===== config.mk =====
export PLATFORM = sky130hd
export DESIGN_NAME = counter_sched
export DESIGN_NICKNAME = d
export VERILOG_FILES = /design/src/rtl/counter_sched_pkg.sv /design/src/rtl/rr_pick.sv /design/src/rtl/counter_sched.sv
export SDC_FILE = /design/constraint.sdc
export NUM_CORES = 1
export LEC_CHECK = 0
export BUFFER_PORTS_ARGS = -buffer_cell sky130_fd_sc_hd__buf_2
export CAP_MARGIN = 20
export CORE_ASPECT_RATIO = 1.1
export CORE_MARGIN = 1.5
export CORE_UTILIZATION = 50
export DETAILED_ROUTE_END_ITERATION = 6
export PLACE_DENSITY = 0.82
export SYNTH_ARGS = -nofsm -noshare
export SYNTH_HDL_FRONTEND = slang
export SYNTH_SLANG_ARGS = --single-unit

===== constraint.sdc =====
create_clock -name i_clk -period 5.2 [get_ports i_clk]
set_clock_uncertainty 0.05 [all_clocks]
set_input_delay 0.52 -clock i_clk [delete_from_list [all_inputs] [get_ports i_clk]]
set_output_delay 0.52 -clock i_clk [all_outputs]
set_load 0.005 [all_outputs]

===== src/rtl/counter_sched_pkg.sv =====
// counter_sched_pkg: shared FSM state type, ack spacing constant and pointer-width helper.
// Used by: counter_sched (top) and rr_pick (round-robin picker).
package counter_sched_pkg;
  typedef enum logic [1:0] {IDLE, APPLY, HOLD} state_t;
  localparam int MIN_ACK_SPACING = 2;
  function automatic int ptr_w(input int n);
    return (n > 1) ? $clog2(n) : 1;
  endfunction
endpackage


===== src/rtl/rr_pick.sv =====
// rr_pick: combinational round-robin picker.
// Ports: i_req  - request vector
//        i_mask - requesters excluded this cycle
//        i_ptr  - highest-priority index
//        o_valid - any unmasked request present
//        o_idx   - first unmasked request at or above i_ptr, wrapping
module rr_pick
  import counter_sched_pkg::*;
#(
  parameter int NREQ = 4,
  parameter int PW   = ptr_w(NREQ)
) (
  input  logic [NREQ-1:0] i_req,
  input  logic [NREQ-1:0] i_mask,
  input  logic [PW-1:0]   i_ptr,
  output logic            o_valid,
  output logic [PW-1:0]   o_idx
);
  logic [NREQ-1:0] w_req;
  assign w_req   = i_req & ~i_mask;
  assign o_valid = |w_req;
  // Lowest set bit is the wrap-around fallback; a set bit at/above the pointer overrides it.
  always_comb begin
    o_idx = '0;
    for (int j = NREQ - 1; j >= 0; j--) if (w_req[j]) o_idx = PW'(j);
    for (int j = NREQ - 1; j >= 0; j--) if (w_req[j] && j >= int'(i_ptr)) o_idx = PW'(j);
  end
endmodule


===== src/rtl/counter_sched.sv =====
// counter_sched: round-robin scheduler sharing one accumulating counter among NREQ requesters.
// Ports: i_clk, i_rst_n (async active-low), i_clr (sync clear of count, aborts grant),
//        i_req[NREQ] request levels, i_step[NREQ*WIDTH] per-requester add values,
//        o_ack[NREQ] one-hot applied pulse, o_count accumulated value,
//        o_ovf carry (or clamp) pulse with ack, o_busy state != IDLE.
// Build option: COUNTER_SCHED_SAT_EN saturates the add at all-ones instead of wrapping.
module counter_sched
  import counter_sched_pkg::*;
#(
  parameter int WIDTH = 8,
  parameter int NREQ  = 4,
  parameter int GAP   = 0
) (
  input  logic                  i_clk,
  input  logic                  i_rst_n,
  input  logic                  i_clr,
  input  logic [NREQ-1:0]       i_req,
  input  logic [NREQ*WIDTH-1:0] i_step,
  output logic [NREQ-1:0]       o_ack,
  output logic [WIDTH-1:0]      o_count,
  output logic                  o_ovf,
  output logic                  o_busy
);
  localparam int PW = ptr_w(NREQ);
  state_t           r_state, w_state_nxt;
  logic [PW-1:0]    r_ptr, r_win, w_idx;
  logic [WIDTH-1:0] r_count, r_step, w_sel_step, w_new;
  logic [WIDTH:0]   w_sum;
  logic [NREQ-1:0]  r_ack;
  logic [7:0]       r_gap;
  logic             r_ovf, r_busy, w_valid;

  // The requester being acked this cycle is masked so a late req drop cannot re-win.
  rr_pick #(.NREQ(NREQ), .PW(PW)) u_pick (
    .i_req  (i_req),
    .i_mask (r_ack),
    .i_ptr  (r_ptr),
    .o_valid(w_valid),
    .o_idx  (w_idx)
  );

  always_comb begin
    w_sel_step = '0;
    for (int j = 0; j < NREQ; j++) if (w_idx == PW'(j)) w_sel_step = i_step[j*WIDTH +: WIDTH];
  end

  assign w_sum = {1'b0, r_count} + {1'b0, r_step};
`ifdef COUNTER_SCHED_SAT_EN
  assign w_new = w_sum[WIDTH] ? '1 : w_sum[WIDTH-1:0];
`else
  assign w_new = w_sum[WIDTH-1:0];
`endif

  always_comb begin
    w_state_nxt = r_state;
    w_state_nxt = i_clr              ? IDLE :
                  (r_state == IDLE)  ? (w_valid ? APPLY : IDLE) :
                  (r_state == APPLY) ? ((GAP > 0) ? HOLD : IDLE) :
                  (r_gap == 8'd1)    ? IDLE : HOLD;
  end

  always_ff @(posedge i_clk or negedge i_rst_n) begin
    if (!i_rst_n) begin
      r_state <= IDLE;
      r_count <= '0;
      r_ack   <= '0;
      r_ovf   <= 1'b0;
      r_ptr   <= '0;
      r_gap   <= '0;
      r_win   <= '0;
      r_step  <= '0;
      r_busy  <= 1'b0;
    end else begin
      r_state <= w_state_nxt;
      r_busy  <= w_state_nxt != IDLE;
      r_ack   <= '0;
      r_ovf   <= 1'b0;
      if (i_clr) begin
        r_count <= '0;
        r_gap   <= '0;
      end else if (r_state == IDLE && w_valid) begin
        r_win  <= w_idx;
        r_step <= w_sel_step;
      end else if (r_state == APPLY) begin
        r_count <= w_new;
        r_ack   <= NREQ'(1) << r_win;
        r_ovf   <= w_sum[WIDTH];
        r_ptr   <= (r_win == PW'(NREQ - 1)) ? '0 : r_win + 1'b1;
        r_gap   <= 8'(GAP);
      end else if (r_state == HOLD) begin
        r_gap <= r_gap - 8'd1;
      end
    end
  end

  assign o_ack   = r_ack;
  assign o_count = r_count;
  assign o_ovf   = r_ovf;
  assign o_busy  = r_busy;
endmodule


==> flow_summary.ini, run 1 <==
[pwr]
vdd_drop_max_uv = 250
power.density_nw_per_um2 = 427
power_leakage_nw = 1.29

[cts]
worstSkewPairLatency_ns = 0.29
path_clk_slew_ns = 0.07
cts_root_buf = clkbuf_8
cts_buffer_depth = 2
numCtsBuffers = 5
cts_tree = yes
cts_setup_buffers = 0
cts_sinks = 36
h-tree-depth = 2
cts.repair.resized = 0
hold_buffers = 0

[logic_synthesis]
synth_edf_count = 0
syn_inst = 242
yosys_warnings = 0
syn_area_per_cell_sq_um = 9.85
synthesis.nets = 296
synth_area_sq_um = 2380
ys.flop_type = dfrtp_1
ys_types = 57
async_flop_share_pct = 100
synth_seq_cells = 36
yosysSeqAreaShare_pct = 37.8

[layout]
area_growth_pct = 15.9
drive_gt1_share_pct = 26.3
fill_cells = 398
antennaDiodeCount = 0
stdcell_area_sq_um = 2760
layout.nets = 346

[hold_path]
hold_class = in2async

[floorplan]
pin_count = 53
fp-row-count = 26
die_x_microns = 68.8
dieArea_sq_um = 5190
die_y_microns = 75.4
initial_core_util_pct = 51.6
core_area_sq_um = 4620

[grt]
grtUsageMet1_pct = 25.6
gr-usage-met2_pct = 37.8
antenna_found_initial = 0
grt_max_degree = 37
grt.overflow.total = 0
first_global_vias = 1823
use_met3_pct = 3.55
busiest_layer = met2
grt_util_all_layers_pct = 21.0
grt_pass1_wl_microns = 8110

[timing]
slew_viol_final = 0
hold_viol = 0
fin_crit_ns = 2.33
fmax_mhz = 429
rsz0062_at_grt = no
setup_viol = 0
holdWs_ns = 0.252
worst_slew_pin_slew_ns = 1.04
final.setup.tns_ns = 0
period_share_pct = 44.9
slew_headroom_pct = 30.6

[critical_path]
slowest_stage = a21boi_1
path_class = reg2reg
crit_path_max_fanout = 9
path_cells = nand2b_1, o21ai_1, a21boi_1, mux2i_1, a211oi_1
worstPathArrival_ns = 2.47
end_kind = flop
r2r_slack_ns = 2.87
cpPeakStageDelay_ns = 0.84
startpoint_type = flop
critical_path_required_ns = 5.34

[flow_run]
cap_violations = 0

[placement]
place_congestion = 0.821
dp_hpwl_microns = 4010
placed_area_sq_um = 2660
io_buffers = 52

[route]
wl_per_cell_microns = 14.8
drt_iter0_drc = 86
postRouteAntennaNets = 0
drc = 0
first_pass_iters = 4
route.vias.total = 1949
viasPerCell = 5.58
drt-total-wl_microns = 5170

[status]
outcome = finished, final reports clean
-- through the flow --
| step | worst slack (ns) | power (mW) | utilization [%] | instances |
|---|---|---|---|---|
| 2_1_floorplan | 3.31 | 0.813 | - | 242 |
| 3_3_place_gp | 2.80 | 0.916 | 57.5 | 341 |
| 3_5_place_dp | 2.71 | 0.944 | 57.5 | 341 |
| 4_1_cts | 2.81 | 1.19 | 59.8 | 349 |
| 5_1_grt | 2.65 | 1.27 | 59.8 | 349 |
| 6_report | 2.87 | 1.18 | 59.8 | 349 |
-- cell type report --
cell class              instances  area (sq um)  area share (%)
multi-input cells             184          1380            49.8
flip-flops and latches         36           901            32.6
repair buffers                 52           260            9.42
clock buffers                   6          72.6            2.63
well taps                      56          70.1            2.54
inverters                      13          48.8            1.77
clock inverters                 2          35.0            1.27
-- metal layers --
metal / wire, microns / vias up / share of wire [%]
li1: - / 990 / -
met4: 53 / 0 / 1.0
met1: 2190 / 923 / 42
met3: 154 / 4 / 3.0
met5: 0 / - / 0
met2: 2770 / 32 / 54
-- cells by family (layout without fill, tap and decap cells) --
family          Yosys count  in the layout  share of synthesized area (%)
compound gates           70             70                           24.0
xor+xnor                  6              6                           2.20
fa+ha+maj                15             15                           8.19
buf+inv                  22             73                           4.51
flops                    36             36                           37.8
mux                       9              9                           3.78
simple gates             84             84                           19.5
-- flip-flops by register name, indices dropped and copies added (netlist names) --
register  cells
o_ack         4
r_win         2
r_step        8
o_count       8
r_ptr         2
r_gap         8
r_state       2
o_ovf         1
o_busy        1
-- report_power, final --
group | switching (mW) | total (mW) | internal, mW | leakage [nW]
clock network | 0.0984 | 0.241 | 0.142 | 0.0552
logic | 0.284 | 0.514 | 0.230 | 0.776
registers | 0.0732 | 0.424 | 0.351 | 0.464
total | 0.455 | 1.18 | 0.724 | 1.29
-- synthesized netlist by cell type (2+ instances only) --
master | number | area, sq um
o211ai_1 | 3 | 22.5
nor3b_1 | 6 | 45.0
nor4b_1 | 2 | 17.5
nor2b_1 | 7 | 43.8
nor3_1 | 6 | 30.0
ha_1 | 14 | 175
xnor2_1 | 2 | 17.5
buf_2 | 2 | 10.0
nand2b_1 | 6 | 37.5
nor2_1 | 21 | 78.8
a21oi_1 | 11 | 55.1
o21ai_0 | 6 | 30.0
mux2i_1 | 9 | 90.1
a21boi_0 | 7 | 52.6
inv_1 | 12 | 45.0
a22o_1 | 2 | 17.5
a2111oi_1 | 2 | 20.0
and2_1 | 2 | 12.5
xor2_1 | 4 | 35.0
a31oi_1 | 2 | 12.5
nor2b_2 | 2 | 17.5
dfrtp_1 | 36 | 901
o21ai_1 | 3 | 15.0
a2111oi_2 | 5 | 75.1
nand2_1 | 16 | 60.1
clkbuf_1 | 4 | 15.0
o31ai_1 | 3 | 22.5
a211oi_1 | 10 | 75.1
a21o_1 | 2 | 15.0
and3_1 | 6 | 37.5
buf_6 | 3 | 33.8
-- final timing paths --
check	cells past startpoint	start	endpoint
worst max-delay path	5	o_ack[3]$_DFF_PN0_	r_step[7]$_DFFE_PN0P_
min in group i_clk	3	i_step[6]	r_step[6]$_DFFE_PN0P_
max in group asynchronous	1	i_rst_n	r_gap[1]$_DFFE_PN0P_
worst max register to register	5	o_ack[3]$_DFF_PN0_	r_step[7]$_DFFE_PN0P_
worst min-delay path	1	i_rst_n	o_count[6]$_DFFE_PN0P_
worst min register to register	2	o_count[7]$_DFFE_PN0P_	o_count[7]$_DFFE_PN0P_
-- worst max-delay path, delay by kind of cell (launching register included) --
kind	cells	cell delay, ns
compound gates	3	1.31
simple gates	1	0.26
mux	1	0.22
flops	1	0.39
-- placed cells by master, fill, tap and decap left out, drive strengths merged, types with 3 or more instances in the layout --
cell type and count:
buf 52, dfrtp 36, nor2 22, nand2 16, ha 14, inv 13, a21oi 12, a211oi 10
mux2i 9, nor2b 9, o21ai 9, a21boi 8, nor3b 7, a2111oi 7, and3 6, nor3 6
nand2b 6, clkbuf 6, xor2 4, o211ai 3, o31ai 3, and2 3
Note: power is estimated with default switching activity, not from simulation.
==> inputs of run 2 (changes only) <==
Settings changed: CORE_UTILIZATION 50 to 49, PLACE_DENSITY 0.82 to 0.83.
Clock period 5.2 ns to 2.1 ns, I/O delays scaled along.
==> run 2 against run 1 <==
- global-route usage up 0.55 points
- largest cell class unchanged
- routed wire length rose by 6.6%
- highest routed layer unchanged
- power increased by 140%
- final area up 1.8%
- non-clock buffer count grew 7
==> flow_summary.ini, run 2 (synthesis results as in run 1) <==
[status]
outcome = finished, final reports clean

[critical_path]
r2r_start = r_step[0]$_DFFE_PN0P_
worstPathArrival_ns = 2.08
path_class = reg2reg
r2r-end = o_count[6]$_DFFE_PN0P_
startpoint_type = flop
reg2reg_depth = 8
cpPeakStageDelay_ns = 0.37
cp_num_buf_inv = 1
critical_path_required_ns = 2.21
r2r_slack_ns = 0.13
crit_path_start = r_step[0]$_DFFE_PN0P_
cp_top_family = adder cells
end_kind = flop
path_cells = ha_1, inv_1, fa_1, nor2b_1, o21ai_1, a21oi_2, mux2i_1, o211ai_1
crit_end = o_count[6]$_DFFE_PN0P_
slowest_stage = dfrtp_1
crit_cells = 8
crit_path_max_fanout = 3

[cts]
numCtsBuffers = 5
h-tree-depth = 2
cts_sinks = 36
path_clk_slew_ns = 0.07
cts_tree = yes
worstSkewPairLatency_ns = 0.29
cts_root_buf = clkbuf_8
cts_buffer_depth = 2

[placement]
placed_area_sq_um = 2700
dp_hpwl_microns = 4220
place_congestion = 0.843
place_inst = 347
io_buffers = 52

[pwr]
power_leakage_nw = 1.32
p_seq_share_pct = 36.2
swShare_pct = 39.2
clkPwrFrac_pct = 18.1
p_int_mw = 1.75
vdd_drop_max_uv = 419
power.density_nw_per_um2 = 1020
power_frac_comb_pct = 45.6
switchingPower_mw = 1.13

[layout]
area_growth_pct = 18.0
multi_input_area_sq_um = 1380
antennaDiodeCount = 0
fill_cells = 414
stdcell_area_sq_um = 2810
drive_gt1_share_pct = 28.4
layout.nets = 353
ff_latch_area_sq_um = 901
layout_commonest_cell = buf_2
final_cell_mix = 52 x buf_2, 36 x dfrtp_1, 21 x nor2_1, 16 x nand2_1, 14 x ha_1
stdcell_count = 355

[grt]
grt_util_all_layers_pct = 21.6
first_global_vias = 1998
antenna_found_initial = 0
grt.overflow.total = 0
grt_max_degree = 37
grt_pass1_wl_microns = 9140

[route]
first_pass_iters = 4
postRouteAntennaNets = 0
drt-total-wl_microns = 5510
route.vias.total = 2010
drc = 0
wl_per_cell_microns = 15.5
drt_iter0_drc = 69
viasPerCell = 5.66

[floorplan]
fp-row-count = 26
die_y_microns = 76.2
die_x_microns = 69.5
initial_core_util_pct = 51.2
dieArea_sq_um = 5290
pin_count = 53
core_area_sq_um = 4650

[timing]
slew_headroom_pct = 46.9
hold_viol = 0
rsz0062_at_grt = no
holdWs_ns = 0.135
fmax_mhz = 507
fin_crit_ns = 1.97
slew_viol_final = 0
worst_slew_pin_slew_ns = 0.797
period_share_pct = 93.9
final.setup.tns_ns = 0
setup_viol = 0

[hold_path]
hold_class = in2reg

[flow_run]
cap_violations = 0
-- run 2: changes by cell type in the layout (fill, tap and decap cells not counted) --
cell / before / now
a21oi_2: 1 / 2
clkbuf_8: 5 / 7
bufinv_16: 1 / 0
and2_1: 2 / 1
dlygate4sd3_1: 0 / 1
o21ai_1: 3 / 4
o21ai_0: 6 / 5
clkinv_2: 1 / 0
a21oi_1: 11 / 10
buf_4: 0 / 6
and2_2: 0 / 1
clkbuf_1: 1 / 0
-- run 2: tightest hold or removal path, cell delays in order --
cell and delay (ns):
buf_2 0.09, a32oi_1 0.08, o31ai_1 0.06
-- run 2: final cells by class --
class                           count  share of cell area (%)
Clock buffer                        7                    3.43
Inverter                           13                    1.74
Multi-Input combinational cell    184                    49.1
Sequential cell                    36                    32.0
Tap cell                           56                    2.49
Timing Repair Buffer               59                    11.2
-- run 2: metal layers --
metal	track usage, %	part of all wire [%]	vias to the layer above
met2	38.9	53	48
met3	4.76	4.1	11
met4	7.06	1.8	0
met1	25.1	41	953
li1	-	-	998
met5	0	0	-
-- run 2: worst min path at each step --
| stage | startpoint | to | slack, ns | cells past startpoint |
|---|---|---|---|---|
| floorplan | i_rst_n | o_ack[0]$_DFF_PN0_ | -0.14 | 0 |
| global placement | i_rst_n | r_gap[4]$_DFFE_PN0P_ | 0.28 | 1 |
| detailed placement | i_rst_n | r_gap[3]$_DFFE_PN0P_ | 0.30 | 1 |
| CTS | i_step[6] | r_step[6]$_DFFE_PN0P_ | 0.13 | 3 |
| global route | i_step[6] | r_step[6]$_DFFE_PN0P_ | 0.14 | 3 |
| finish | i_step[6] | r_step[6]$_DFFE_PN0P_ | 0.14 | 3 |
-- run 2: repair_timing --
action,in CTS,in global routing
hold buffers,1,0
gates resized for setup,0,3
endpoints found under the hold margin,36,0
setup endpoints to repair,0,3
setup buffers,0,0
-- run 2: through the flow --
step           util [%]  worst slack (ns)  power (mW)
4_1_cts            60.3            0.0151        2.88
6_report           60.4             0.129        2.87
3_3_place_gp       58.0             0.130        2.29
3_5_place_dp       58.0           0.00904        2.35
5_1_grt            60.4           0.00112        3.10
2_1_floorplan         -             0.212        2.01
-- run 2: power by group through the flow --
stage,combinational (mW),sequential (mW),clock [mW]
after floorplan,1.01,1.00,0
after global placement,1.25,1.04,0
after detailed placement,1.29,1.05,0
after CTS,1.31,1.04,0.532
after global routing,1.47,1.07,0.560
final,1.31,1.04,0.522
==> inputs of run 3 (changes only) <==
Settings changed: CORE_UTILIZATION 49 to 50, PLACE_DENSITY 0.83 to 0.82.
Clock period 2.1 ns to 2 ns, I/O delays scaled along.
==> run 3 against run 2 <==
- critical path depth unchanged
- register-to-register slack worse by 0.08 ns
- flip-flop and latch count unchanged
- clock power up 6.7%
- via count up 4.2%
- cell count up 2.3%
- die area down 1.9%
- final area up 2.8%
- largest cell class unchanged
- combinational power up 13%
- global-route usage up 2.0 points
- core utilization up 2.2 points
==> flow_summary.ini, run 3 (synthesis results as in run 1) <==
[status]
outcome = finished, final reports clean

[layout]
area_growth_pct = 21.3
layout.nets = 361
antennaDiodeCount = 0
stdcell_count = 363
drive_gt1_share_pct = 30.6
layout_commonest_cell = buf_2
final_cell_mix = 52 x buf_2, 36 x dfrtp_1, 21 x nor2_1, 16 x nand2_1, 14 x ha_1
finalCoreUtilization_pct = 62.6
stdcell_area_sq_um = 2890

[route]
drc = 0
drt-total-wl_microns = 5890
wl_per_cell_microns = 16.2
postRouteAntennaNets = 0
viasPerCell = 5.77
drt_iter0_drc = 92
route.vias.total = 2095
first_pass_iters = 4

[critical_path]
r2r_slack_ns = 0.05
critical_path_required_ns = 2.12
worstPathArrival_ns = 2.07
path_class = reg2reg
r2r_start = o_count[0]$_DFFE_PN0P_
reg2reg_depth = 8
r2r-end = o_count[6]$_DFFE_PN0P_
startpoint_type = flop
crit_path_max_fanout = 2
end_kind = flop
crit_path_start = o_count[0]$_DFFE_PN0P_

[grt]
grt_max_degree = 37
grt_pass1_wl_microns = 8890
grt.overflow.total = 0
antenna_found_initial = 0
grt_util_all_layers_pct = 23.6
first_global_vias = 1960

[cts]
cts_buffer_depth = 2
numCtsBuffers = 5
cts_sinks = 36
worstSkewPairLatency_ns = 0.29
cts_root_buf = clkbuf_8
cts_tree = yes
path_clk_slew_ns = 0.07
h-tree-depth = 2

[floorplan]
dieArea_sq_um = 5190
initial_core_util_pct = 51.6
fp-row-count = 26
pin_count = 53
core_area_sq_um = 4620
die_y_microns = 75.4
die_x_microns = 68.8

[pwr]
p_seq_share_pct = 34.8
vdd_drop_max_uv = 505
p_int_mw = 1.89
power_frac_comb_pct = 47.4
swShare_pct = 39.6
power_leakage_nw = 1.37
switchingPower_mw = 1.24
power.density_nw_per_um2 = 1080
clkPwrFrac_pct = 17.8

[placement]
placed_area_sq_um = 2750
io_buffers = 52
place_inst = 352
place_congestion = 0.909
dp_hpwl_microns = 4370

[timing]
holdWs_ns = 0.113
slew_viol_final = 0
fin_crit_ns = 1.95
worst_slew_pin_slew_ns = 0.805
slew_headroom_pct = 46.4
fmax_mhz = 513
setup_viol = 0
period_share_pct = 97.5
hold_viol = 0

[hold_path]
hold_class = in2reg
hold_depth = 3
hold_end = r_step[6]$_DFFE_PN0P_
hold_start = i_step[6]

[flow_run]
cap_violations = 0
[run 3: cell types whose count changed in the layout (fill, tap and decap cells not counted), sizes merged]
cell,before,now
buf,58,65
a22oi,1,2
[run 3: metal layers]
layer | track usage, % | share of wire, % | vias to the layer above
li1 | - | - | 1016
met1 | 26.5 | 40 | 1017
met2 | 42.0 | 54 | 52
met3 | 7.09 | 4.8 | 10
met4 | 8.93 | 1.5 | 0
met5 | 0 | 0 | -
[run 3: critical path, cell delays in order, from the launching register on]
cell and delay [ns]:
dfrtp_1 0.35, ha_1 0.18, inv_1 0.06, fa_1 0.37
nor2b_1 0.17, o21ai_1 0.12, a21oi_2 0.19, mux2i_1 0.23
o211ai_1 0.11
[run 3: per-stage QoR]
stage                     worst slack [ns]  total power, mW  TNS (ns)
final                               0.0495             3.13         0
after global routing               -0.0512             3.37   -0.0985
after CTS                           0.0128             3.08         0
after detailed placement          -0.00209             2.51  -0.00209
after global placement               0.107             2.44         0
after floorplan                      0.112             2.11         0
[run 3: power groups by stage]
stage | sequential, mW | clock [mW] | combinational, mW
floorplan | 1.05 | 0 | 1.06
global placement | 1.09 | 0 | 1.34
detailed placement | 1.10 | 0 | 1.41
CTS | 1.09 | 0.569 | 1.42
global route | 1.11 | 0.603 | 1.66
finish | 1.09 | 0.557 | 1.48
[run 3: worst max-delay path by stage]
| stage | endpoint | slack, ns |
|---|---|---|
| 2_1_floorplan | o_count[6]$_DFFE_PN0P_ | 0.11 |
| 3_5_place_dp | o_ovf$_DFF_PN0_ | -0.002 |
| 5_1_grt | o_ovf$_DFF_PN0_ | -0.05 |
| 6_report | o_count[6]$_DFFE_PN0P_ | 0.05 |
| 4_1_cts | o_ovf$_DFF_PN0_ | 0.01 |
| 3_3_place_gp | o_count[6]$_DFFE_PN0P_ | 0.11 |
[run 3: what timing repair did]
| action | 4_1_cts | 5_1_grt |
|---|---|---|
| cloned | 0 | 1 |
| pin swaps | 1 | 1 |
| buffers inserted | 1 | 1 |
| resized for setup | 0 | 5 |
| hold buffers | 1 | 0 |
| setup endpoints to repair | 2 | 4 |
| hold endpoints to repair | 36 | 0 |
[run 3: layout make-up]
type / instances / area (sq um)
clock buffer: 7 / 96.3
fill: 410 / 1730
inverter: 13 / 48.8
multi-input combinational: 185 / 1400
sequential: 36 / 901
tap: 56 / 70.1
timing repair buffer: 66 / 380
